$ cat src/rtl/lsu_pkg.sv
// Shared definitions for the load/store unit: funct3 codes, FSM states
// and helpers that map an access width to its size and byte mask.
package lsu_pkg;

  localparam logic [2:0] F3_B  = 3'd0;
  localparam logic [2:0] F3_H  = 3'd1;
  localparam logic [2:0] F3_W  = 3'd2;
  localparam logic [2:0] F3_BU = 3'd4;
  localparam logic [2:0] F3_HU = 3'd5;

  typedef enum logic [1:0] {
    IDLE  = 2'd0,
    WRITE = 2'd1,
    RWAIT = 2'd2,
    RESP  = 2'd3
  } lsu_state_e;

  // Access size in bytes; codes 3/6/7 are rejected elsewhere, so 4 is harmless for them.
  function automatic logic [2:0] size_of(input logic [2:0] funct3);
    case (funct3)
      3'd0, 3'd4: return 3'd1;
      3'd1, 3'd5: return 3'd2;
      default:    return 3'd4;
    endcase
  endfunction

  function automatic logic [3:0] byte_mask(input logic [2:0] funct3);
    case (size_of(funct3))
      3'd1:    return 4'b0001;
      3'd2:    return 4'b0011;
      default: return 4'b1111;
    endcase
  endfunction

endpackage

$ cat src/rtl/lsu_load_ext.sv
// Sign/zero extension of the raw memory word according to the load funct3.
module lsu_load_ext
  import lsu_pkg::*;
(
  input  logic [2:0]  i_funct3,
  input  logic [31:0] i_rdata,
  output logic [31:0] o_data
);

  always_comb begin
    o_data = '0;
    case (i_funct3)
      F3_B:    o_data = {{24{i_rdata[7]}}, i_rdata[7:0]};
      F3_H:    o_data = {{16{i_rdata[15]}}, i_rdata[15:0]};
      F3_W:    o_data = i_rdata;
      F3_BU:   o_data = {24'd0, i_rdata[7:0]};
      F3_HU:   o_data = {16'd0, i_rdata[15:0]};
      default: o_data = '0;
    endcase
  end

endmodule

$ cat src/rtl/lsu_mem_ctrl.sv
// Load/store unit: accepts one request at a time, drives the 4-bank byte memory
// and returns exactly one (possibly erroneous) response per request.
module lsu_mem_ctrl
  import lsu_pkg::*;
#(
  parameter int READ_LAT = 1,
  parameter int MEM_AW   = 16
)
(
  input  logic        clk,
  input  logic        rst_n,
  input  logic        req_valid,
  output logic        req_ready,
  input  logic        req_we,
  input  logic [2:0]  req_funct3,
  input  logic [31:0] req_addr,
  input  logic [31:0] req_wdata,
  output logic        resp_valid,
  input  logic        resp_ready,
  output logic [31:0] resp_rdata,
  output logic        resp_err,
  output logic [31:0] mem_raddr,
  output logic [31:0] mem_waddr,
  output logic [31:0] mem_wdata,
  output logic [3:0]  mem_wr,
  input  logic [31:0] mem_rdata
);

  localparam int CW = (READ_LAT > 1) ? $clog2(READ_LAT) : 1;
  localparam logic [CW-1:0] LAST_CNT = CW'(READ_LAT - 1);

  lsu_state_e    r_state;
  logic          r_ready;
  logic [2:0]    r_funct3;
  logic [CW-1:0] r_cnt;
  logic          r_resp_valid;
  logic [31:0]   r_resp_rdata;
  logic          r_resp_err;
  logic [31:0]   r_raddr;
  logic [31:0]   r_waddr;
  logic [31:0]   r_wdata;
  logic [3:0]    r_wr;

  logic          w_accept;
  logic [2:0]    w_size;
  logic          w_bad_f3;
  logic          w_oor;
  logic          w_err;
  logic [31:0]   w_ext;

  assign w_accept = req_valid & r_ready;
  assign w_size   = size_of(req_funct3);
  assign w_bad_f3 = req_we ? (req_funct3 > F3_W)
                           : (req_funct3 == 3'd3 || req_funct3 == 3'd6 || req_funct3 == 3'd7);
  // Last byte must stay inside the window: addr + size may reach 2^MEM_AW but not exceed it.
  assign w_oor    = (|req_addr[31:MEM_AW]) ||
                    (({1'b0, req_addr[MEM_AW-1:0]} + {{(MEM_AW-2){1'b0}}, w_size})
                      > {1'b1, {MEM_AW{1'b0}}});
  assign w_err    = w_bad_f3 | w_oor;

  lsu_load_ext u_load_ext (
    .i_funct3 (r_funct3),
    .i_rdata  (mem_rdata),
    .o_data   (w_ext)
  );

  always_ff @(posedge clk) begin
    if (!rst_n) begin
      r_state      <= IDLE;
      r_ready      <= 1'b1;
      r_funct3     <= '0;
      r_cnt        <= '0;
      r_resp_valid <= 1'b0;
      r_resp_rdata <= '0;
      r_resp_err   <= 1'b0;
      r_raddr      <= '0;
      r_waddr      <= '0;
      r_wdata      <= '0;
      r_wr         <= '0;
    end else begin
      case (r_state)
        IDLE: begin
          if (w_accept) begin
            r_ready  <= 1'b0;
            r_funct3 <= req_funct3;
            if (w_err) begin
              r_state      <= RESP;
              r_resp_valid <= 1'b1;
              r_resp_rdata <= '0;
              r_resp_err   <= 1'b1;
            end else if (req_we) begin
              r_state <= WRITE;
              r_waddr <= req_addr;
              r_wdata <= req_wdata;
              r_wr    <= byte_mask(req_funct3);
            end else begin
              r_state <= RWAIT;
              r_raddr <= req_addr;
              r_cnt   <= '0;
            end
          end
        end
        WRITE: begin
          r_wr         <= '0;
          r_state      <= RESP;
          r_resp_valid <= 1'b1;
          r_resp_rdata <= '0;
          r_resp_err   <= 1'b0;
        end
        RWAIT: begin
          if (r_cnt == LAST_CNT) begin
            r_state      <= RESP;
            r_resp_valid <= 1'b1;
            r_resp_rdata <= w_ext;
            r_resp_err   <= 1'b0;
          end else begin
            r_cnt <= r_cnt + CW'(1);
          end
        end
        RESP: begin
          if (resp_ready) begin
            r_state      <= IDLE;
            r_ready      <= 1'b1;
            r_resp_valid <= 1'b0;
            r_resp_rdata <= '0;
            r_resp_err   <= 1'b0;
          end
        end
        default: begin
          r_state <= IDLE;
          r_ready <= 1'b1;
        end
      endcase
    end
  end

  assign req_ready  = r_ready;
  assign resp_valid = r_resp_valid;
  assign resp_rdata = r_resp_rdata;
  assign resp_err   = r_resp_err;
  assign mem_raddr  = r_raddr;
  assign mem_waddr  = r_waddr;
  assign mem_wdata  = r_wdata;
  assign mem_wr     = r_wr;

endmodule

$ cat config.mk
export PLATFORM = sky130hd
export DESIGN_NAME = lsu_mem_ctrl
export DESIGN_NICKNAME = d
export VERILOG_FILES = /design/src/rtl/lsu_pkg.sv /design/src/rtl/lsu_load_ext.sv /design/src/rtl/lsu_mem_ctrl.sv
export SDC_FILE = /design/constraint.sdc
export NUM_CORES = 1
export LEC_CHECK = 0
export ABC_AREA = 1
export CAP_MARGIN = 20
export CORE_AREA = 2 2 121 123
export CTS_CLUSTER_DIAMETER = 60
export DETAILED_ROUTE_END_ITERATION = 10
export DIE_AREA = 0 0 123 125
export HOLD_SLACK_MARGIN = 0.15
export PLACE_DENSITY = 0.77
export SETUP_SLACK_MARGIN = 0.02
export SYNTH_ARGS = -nofsm -noshare
export SYNTH_HDL_FRONTEND = slang
export SYNTH_SLANG_ARGS = --single-unit
$ cat constraint.sdc
create_clock -name clk -period 5.2 [get_ports clk]
set_clock_uncertainty 0.05 [all_clocks]
set_input_delay 1.04 -clock clk [delete_from_list [all_inputs] [get_ports clk]]
set_output_delay 1.04 -clock clk [all_outputs]
set_load 0.01 [all_outputs]
==> metrics.cfg <==
[worst_setup_path]
required_ns=5.50
worstSetupStartpointType=primary input
timing.critical_path.fanout_max=48
cp.arrival_ns=4.71
critical_path.endpoint_type=flop
path_class=in2reg

[synth]
yosys.cell_types.count=33
synth.net_count=1013
synthFlopType=sky130_fd_sc_hd__dfxtp_1
ys_async_rst_share_pct=0
synth_edf_count=0
post_synth_design_cell_area_sq_um=6200
synth-seq-area-share_pct=44.9
avgSynthCellArea_sq_um=6.89
postSynthRegisterBits=139
ys.warnings.count=0
netlist_instances=899

[hold_path]
holdCritPathClass=reg2reg

[global_routing]
global_route.overflow_total=0
number_of_global_route_vias_before_repair=6055
grt_pass1_wl_microns=29400
groute.layer.met1.usage_pct=29.7
gr-usage-all-layers_pct=23.7
global_route_track_usage_on_met3_pct=6.84
grt_max_degree=69
global_route_met2_usage_pct=39.3
antenna_violations_before_repair=0
grt-busiest-layer=met2

[cells_and_area]
design.final.nets=1222
final_cells=1304
area_growth_syn_to_layout_pct=49.5
filler_cell_count=1265
design_area_sq_um=9260
layout-drive-gt1-share_pct=5.36
antenna_cells=0
final_util_pct=65.2

[sta]
tns_ns=0
min_period_ns=4.41
grt_setup_unrepaired=false
slew_headroom_pct=41.8
fin_crit_sh_pct=84.9
report.final.slew_viol_count=0
number_of_hold_slack_violations_in_the_final_timing_report=0
hold_slack_ns=0.391
fmax_mhz=227
worst_slew_pin_slew_ns=0.873
setup_viol_count_final=0

[floorplanning]
dieArea_sq_um=15400
floorplan.rows=44
height_of_the_die_microns=125
initial_utilization_pct=43.6
die_x_microns=123
number_of_placed_i_o_pins=239
floorplan.core_area_sq_um=14200

[pwr]
p_leak_nw=3.98
switching_power_mw=1.20
p_seq_share_pct=34.4
power_per_cell_area_nw_per_um2=400
cell_internal_pwr_mw=2.51
pwr-share-clk_pct=34.8
vdd_ir_drop_max_mv=0.257
power.share.combinational_pct=30.9
sw_frac_of_total_pct=32.3

[placement]
post_dp_cell_area_sq_um=8630
port-buffer-count=238
placedCellCount=1273
place.detailed.hpwl_microns=12200
global_placer_s_final_weighted_congestion=0.858

[clock_tree]
postCtsSetupRepairBufs=0
cts_root_buffer=sky130_fd_sc_hd__clkbuf_16
clkSinkCount=139
cts_made_buffers=17
postCtsHoldBufs=0
cts_htree_levels=4
post_cts.resized_instances=0
clkTransAtPathRegs_ns=0.06
cts_tree=built
worstSkewPairLatency_ns=0.41
cts-root-to-sink-buffers=2

[detailed_routing]
via_per_inst=4.93
detailedRoute.firstIterationViolations=403
dr_total_vias=6433
drt_wl_total_microns=18000
antenna_violating_nets_post_route=0
drt_drc_violations_left=0
wire_per_inst_microns=13.8
drt_pre_antenna_iters=5

[status]
status=finished clean

[job]
max_cap_violations=0

-- state kept, by name, indices dropped and copies added, names as in the netlist --
register and flops:
r_state 2, resp_valid 1, mem_wr 3, mem_waddr 32
resp_err 1, resp_rdata 32, r_funct3 3, mem_raddr 32
mem_wdata 32, req_ready 1
-- power groups by stage --
| stage | logic (mW) | registers (mW) | clock network [mW] |
|---|---|---|---|
| 3_5_place_dp | 1.14 | 1.30 | 0 |
| 2_1_floorplan | 0.662 | 1.33 | 0 |
| 6_report | 1.14 | 1.27 | 1.29 |
| 3_3_place_gp | 1.12 | 1.29 | 0 |
| 5_1_grt | 1.30 | 1.29 | 1.36 |
| 4_1_cts | 1.14 | 1.27 | 1.31 |
-- worst max-delay path: stages --
cell                              delay (ns)
sky130_fd_sc_hd__clkdlybuf4s50_1        0.50
sky130_fd_sc_hd__inv_1                  0.06
sky130_fd_sc_hd__nor2_1                 0.22
sky130_fd_sc_hd__inv_1                  0.11
sky130_fd_sc_hd__ha_1                   0.24
sky130_fd_sc_hd__nor2_1                 0.12
sky130_fd_sc_hd__ha_1                   0.22
sky130_fd_sc_hd__fa_1                   0.23
sky130_fd_sc_hd__nand3_1                0.10
sky130_fd_sc_hd__nand2_2                0.18
sky130_fd_sc_hd__nand2_1                0.08
sky130_fd_sc_hd__nand2_1                0.07
sky130_fd_sc_hd__nand2_1                0.05
sky130_fd_sc_hd__inv_1                  0.04
sky130_fd_sc_hd__nand3_1                0.06
sky130_fd_sc_hd__nor2_1                 0.13
sky130_fd_sc_hd__nand3_1                0.10
sky130_fd_sc_hd__nand2_2                0.11
sky130_fd_sc_hd__nand2_2                0.07
sky130_fd_sc_hd__inv_2                  0.32
sky130_fd_sc_hd__nand2_2                0.07
sky130_fd_sc_hd__buf_4                  0.28
sky130_fd_sc_hd__nand2_1                0.12
sky130_fd_sc_hd__nand2_1                0.05
sky130_fd_sc_hd__nor2_1                 0.11
-- cell families (layout without fill, tap and decap cells) --
logic type | after synthesis | count (layout) | share of synthesized area (%)
and+or+nand+nor | 537 | 537 | 36.9
DFF | 139 | 139 | 44.9
buffers and inverters | 132 | 353 | 9.17
AOI/OAI and AO/OA | 79 | 79 | 6.58
adders and majority gates | 10 | 10 | 2.14
xor gates and xnor gates | 2 | 2 | 0.283
-- cell usage in the layout, fill, tap and decap left out, types with 2 or more instances in the layout --
cell                                n
sky130_fd_sc_hd__bufinv_16          4
sky130_fd_sc_hd__nor2_2             2
sky130_fd_sc_hd__a21oi_1           58
sky130_fd_sc_hd__clkdlybuf4s50_1  236
sky130_fd_sc_hd__buf_12             3
sky130_fd_sc_hd__nand2_1          265
sky130_fd_sc_hd__o21ai_0           16
sky130_fd_sc_hd__nand3b_1           3
sky130_fd_sc_hd__clkinvlp_4         2
sky130_fd_sc_hd__nor4_1             5
sky130_fd_sc_hd__nand3_1           50
sky130_fd_sc_hd__ha_1               9
sky130_fd_sc_hd__buf_4              7
sky130_fd_sc_hd__inv_1             71
sky130_fd_sc_hd__buf_2              2
sky130_fd_sc_hd__clkbuf_8           3
sky130_fd_sc_hd__nor2_1           144
sky130_fd_sc_hd__nor2_4             2
sky130_fd_sc_hd__inv_2              3
sky130_fd_sc_hd__clkinv_4           2
sky130_fd_sc_hd__clkinv_2           3
sky130_fd_sc_hd__dfxtp_1          139
sky130_fd_sc_hd__nand2_2            7
sky130_fd_sc_hd__nand4_1           55
sky130_fd_sc_hd__clkbuf_16         17
-- synth_stat cells, types with 2 or more instances --
master                     number  area share, %
sky130_fd_sc_hd__buf_1          2           0.12
sky130_fd_sc_hd__o21ai_0       16            1.3
sky130_fd_sc_hd__ha_1           9            1.8
sky130_fd_sc_hd__inv_2          2           0.12
sky130_fd_sc_hd__nand3b_1       3           0.36
sky130_fd_sc_hd__buf_2         13            1.0
sky130_fd_sc_hd__nor2_2         2           0.20
sky130_fd_sc_hd__a21oi_1       58            4.7
sky130_fd_sc_hd__nor4_1         5           0.50
sky130_fd_sc_hd__clkbuf_1      35            2.1
sky130_fd_sc_hd__buf_6          7            1.3
sky130_fd_sc_hd__nand2_2        7           0.71
sky130_fd_sc_hd__nand3_1       50            4.0
sky130_fd_sc_hd__nand2_1      265             16
sky130_fd_sc_hd__dfxtp_1      139             45
sky130_fd_sc_hd__nor2_1       145            8.8
sky130_fd_sc_hd__inv_1         71            4.3
sky130_fd_sc_hd__nand4_1       55            5.6
-- layer usage --
layer  vias to the layer above  share of wire, %
li1                       3275                 -
met1                      2927                43
met2                       208                48
met3                        23               7.5
met4                         0               1.6
met5                         -                 0
-- stage by stage --
step / total power, mW / worst slack, ns
final: 3.70 / 0.787
after global routing: 3.95 / 0.354
after CTS: 3.73 / 0.781
after detailed placement: 2.43 / 0.400
after global placement: 2.41 / 0.591
after floorplan: 1.99 / 1.61
-- cell type report --
cell class / instances / area (sq um) / area share, %
flip-flops and latches: 139 / 2780 / 30.0
repair buffers: 248 / 2480 / 26.8
multi-input cells: 628 / 2850 / 30.8
clock buffers: 20 / 467 / 5.04
clock inverters: 11 / 168 / 1.81
inverters: 74 / 278 / 3.00
well taps: 184 / 230 / 2.49
-- worst paths after layout --
| kind | from | to | slack [ns] | depth (start not counted) |
|---|---|---|---|---|
| worst max register to register | r_state[0] | mem_raddr[3] | 2.70 | 11 |
| worst min register to register | mem_waddr[22] | mem_waddr[22] | 0.39 | 2 |
| worst min-delay path | mem_waddr[22] | mem_waddr[22] | 0.39 | 2 |
| worst max-delay path | req_funct3[0] | mem_raddr[3] | 0.79 | 25 |
No activity file was read; power rests on OpenSTA's default activity.
==> RTL edit, RTL diff (config.mk and constraints unchanged) <==
Change the parameter `READ_LAT` from 1 to 2.
--- a/src/rtl/lsu_mem_ctrl.sv
+++ b/src/rtl/lsu_mem_ctrl.sv
@@ -3,7 +3,7 @@
 module lsu_mem_ctrl
   import lsu_pkg::*;
 #(
-  parameter int READ_LAT = 1,
+  parameter int READ_LAT = 2,
   parameter int MEM_AW   = 16
 )
 (
Check against the original RTL: not equivalent (a bounded check fails within 4 cycles, from zero or initial values and one cycle with rst_n low).
==> RTL edit against the original RTL <==
- synthesized area is 3.7% lower
- power is 0.93% lower
- sequential share of layout area is 0.99 points higher
- global-route usage is 1.5 points lower
- non-clock buffer count is 2 lower
- via count is 6.4% lower
- clock power is 4% lower
- sequential cell count is 1 higher
- final area is 2.5% lower
- worst setup slack worse by 0.21 ns
- routed wire length is 5.4% lower
- hold slack worse by 0.0034 ns
==> RTL edit: results (changes against the original RTL) <==
• global placer's final weighted congestion: 0.842, -1.9%
• reg2reg setup slack: 2.32 ns, -0.38 ns
• relative slew slack: 34.4%, -7.4 points
• number of nets in the synthesized netlist: 974, -3.8%
• GR Util met2: 34.9%, -4.4 points
• maximum fanout along the worst path: 65, +35%
• area post-placement: 8410 um2, -2.5%
• share of final-layout standard cells stronger than drive strength 1: 4.77%, -0.59 points
• vias in the first global route: 5561, -8.2%
• post-layout net count: 1191, -2.5%
• result of the run: finished, final reports clean
• Global Route met3 Usage: 9.31%, +2.5 points
• Post-synth top cells: sky130_fd_sc_hd__nand2_1 (283), sky130_fd_sc_hd__dfxtp_1 (140), sky130_fd_sc_hd__nor2_1 (107)
• leakage power total: 3.74 nW, -5.9%
• CP arrival: 4.88 ns, +0.17 ns
• Setup Slack @ Placement: 0.190 ns, -0.210 ns
• Period Utilization, post-route: 89.0%, +4.1 points
• gr usage total: 22.2%, -1.5 points
• multi-input logic area: 2650 um2, -7.3%
• largest net degree at the start of global routing: 70, +1.4%
• delay of the slowest cell on the worst path: 0.71 ns, +0.21 ns
• Critical Path Slowest Stage Cell: sky130_fd_sc_hd__inv_2
• routed wl met3: 1640 um, +22%
• Worst Hold Path EP: mem_waddr[25]$_SDFFE_PN0P_
• filler cell count: 1271, +0.47%
• register area share after synthesis: 47.0%, +2.1 points
• flip-flop and latch power: 0.00131 W, +3%
• Final HPWL DP: 11800 um, -3.1%
• mean post-synth cell area: 6.94 um2, +0.65%
• critical path capture point: resp_rdata[22]$_SDFFE_PN0P_
• via total after detailed routing: 6021, -6.4%
• met1 global-route usage: 27.3%, -2.4 points
• RR Endpoint: r_cnt$_SDFFE_PN0P_
• cell types occupying the most area after synthesis: sky130_fd_sc_hd__dfxtp_1 (47%), sky130_fd_sc_hd__nand2_1 (18%), sky130_fd_sc_hd__nor2_1 (6.7%)
• Logic pwr share: 30.5%, -0.4 points
• WL per Instance: 13.4 um, -3.2%
• Met2 Wirelength: 7730 um, -11%
• proportion of total power due to net switching: 31.5%, -0.79 points
• Post-Route M1 WL: 7350 um, -4.8%
• switching power: 0.00116 W, -3.4%
• violation count after the first detailed-route iteration: 391, -3.0%
• drt first pass iters: 4, -1
[RTL edit: cell count changes after synthesis, moves of 5 or more]
cell,delta
sky130_fd_sc_hd__nand2_1,+18
sky130_fd_sc_hd__nand4_1,-47
sky130_fd_sc_hd__o21ai_0,+17
sky130_fd_sc_hd__nand2_2,-5
sky130_fd_sc_hd__clkbuf_1,-8
sky130_fd_sc_hd__nor2_1,-38
sky130_fd_sc_hd__a21oi_1,+17
[RTL edit: cell families (layout without fill, tap and decap cells)]
logic type      count (synthesis)  count (layout)  synth area share (%)
simple gates                  470             470                  32.1
flops                         140             140                  47.0
buf+inv                       126             356                  8.93
compound gates                112             112                  9.52
fa+ha+maj                      10              10                  2.22
xor+xnor                        2               2                 0.294
[RTL edit: cell type report]
type,count,share of cell area [%]
clock buffers,22,5.25
clock inverters,10,1.54
inverters,78,3.24
multi-input cells,594,29.3
flip-flops and latches,140,31.0
well taps,184,2.55
repair buffers,246,27.1
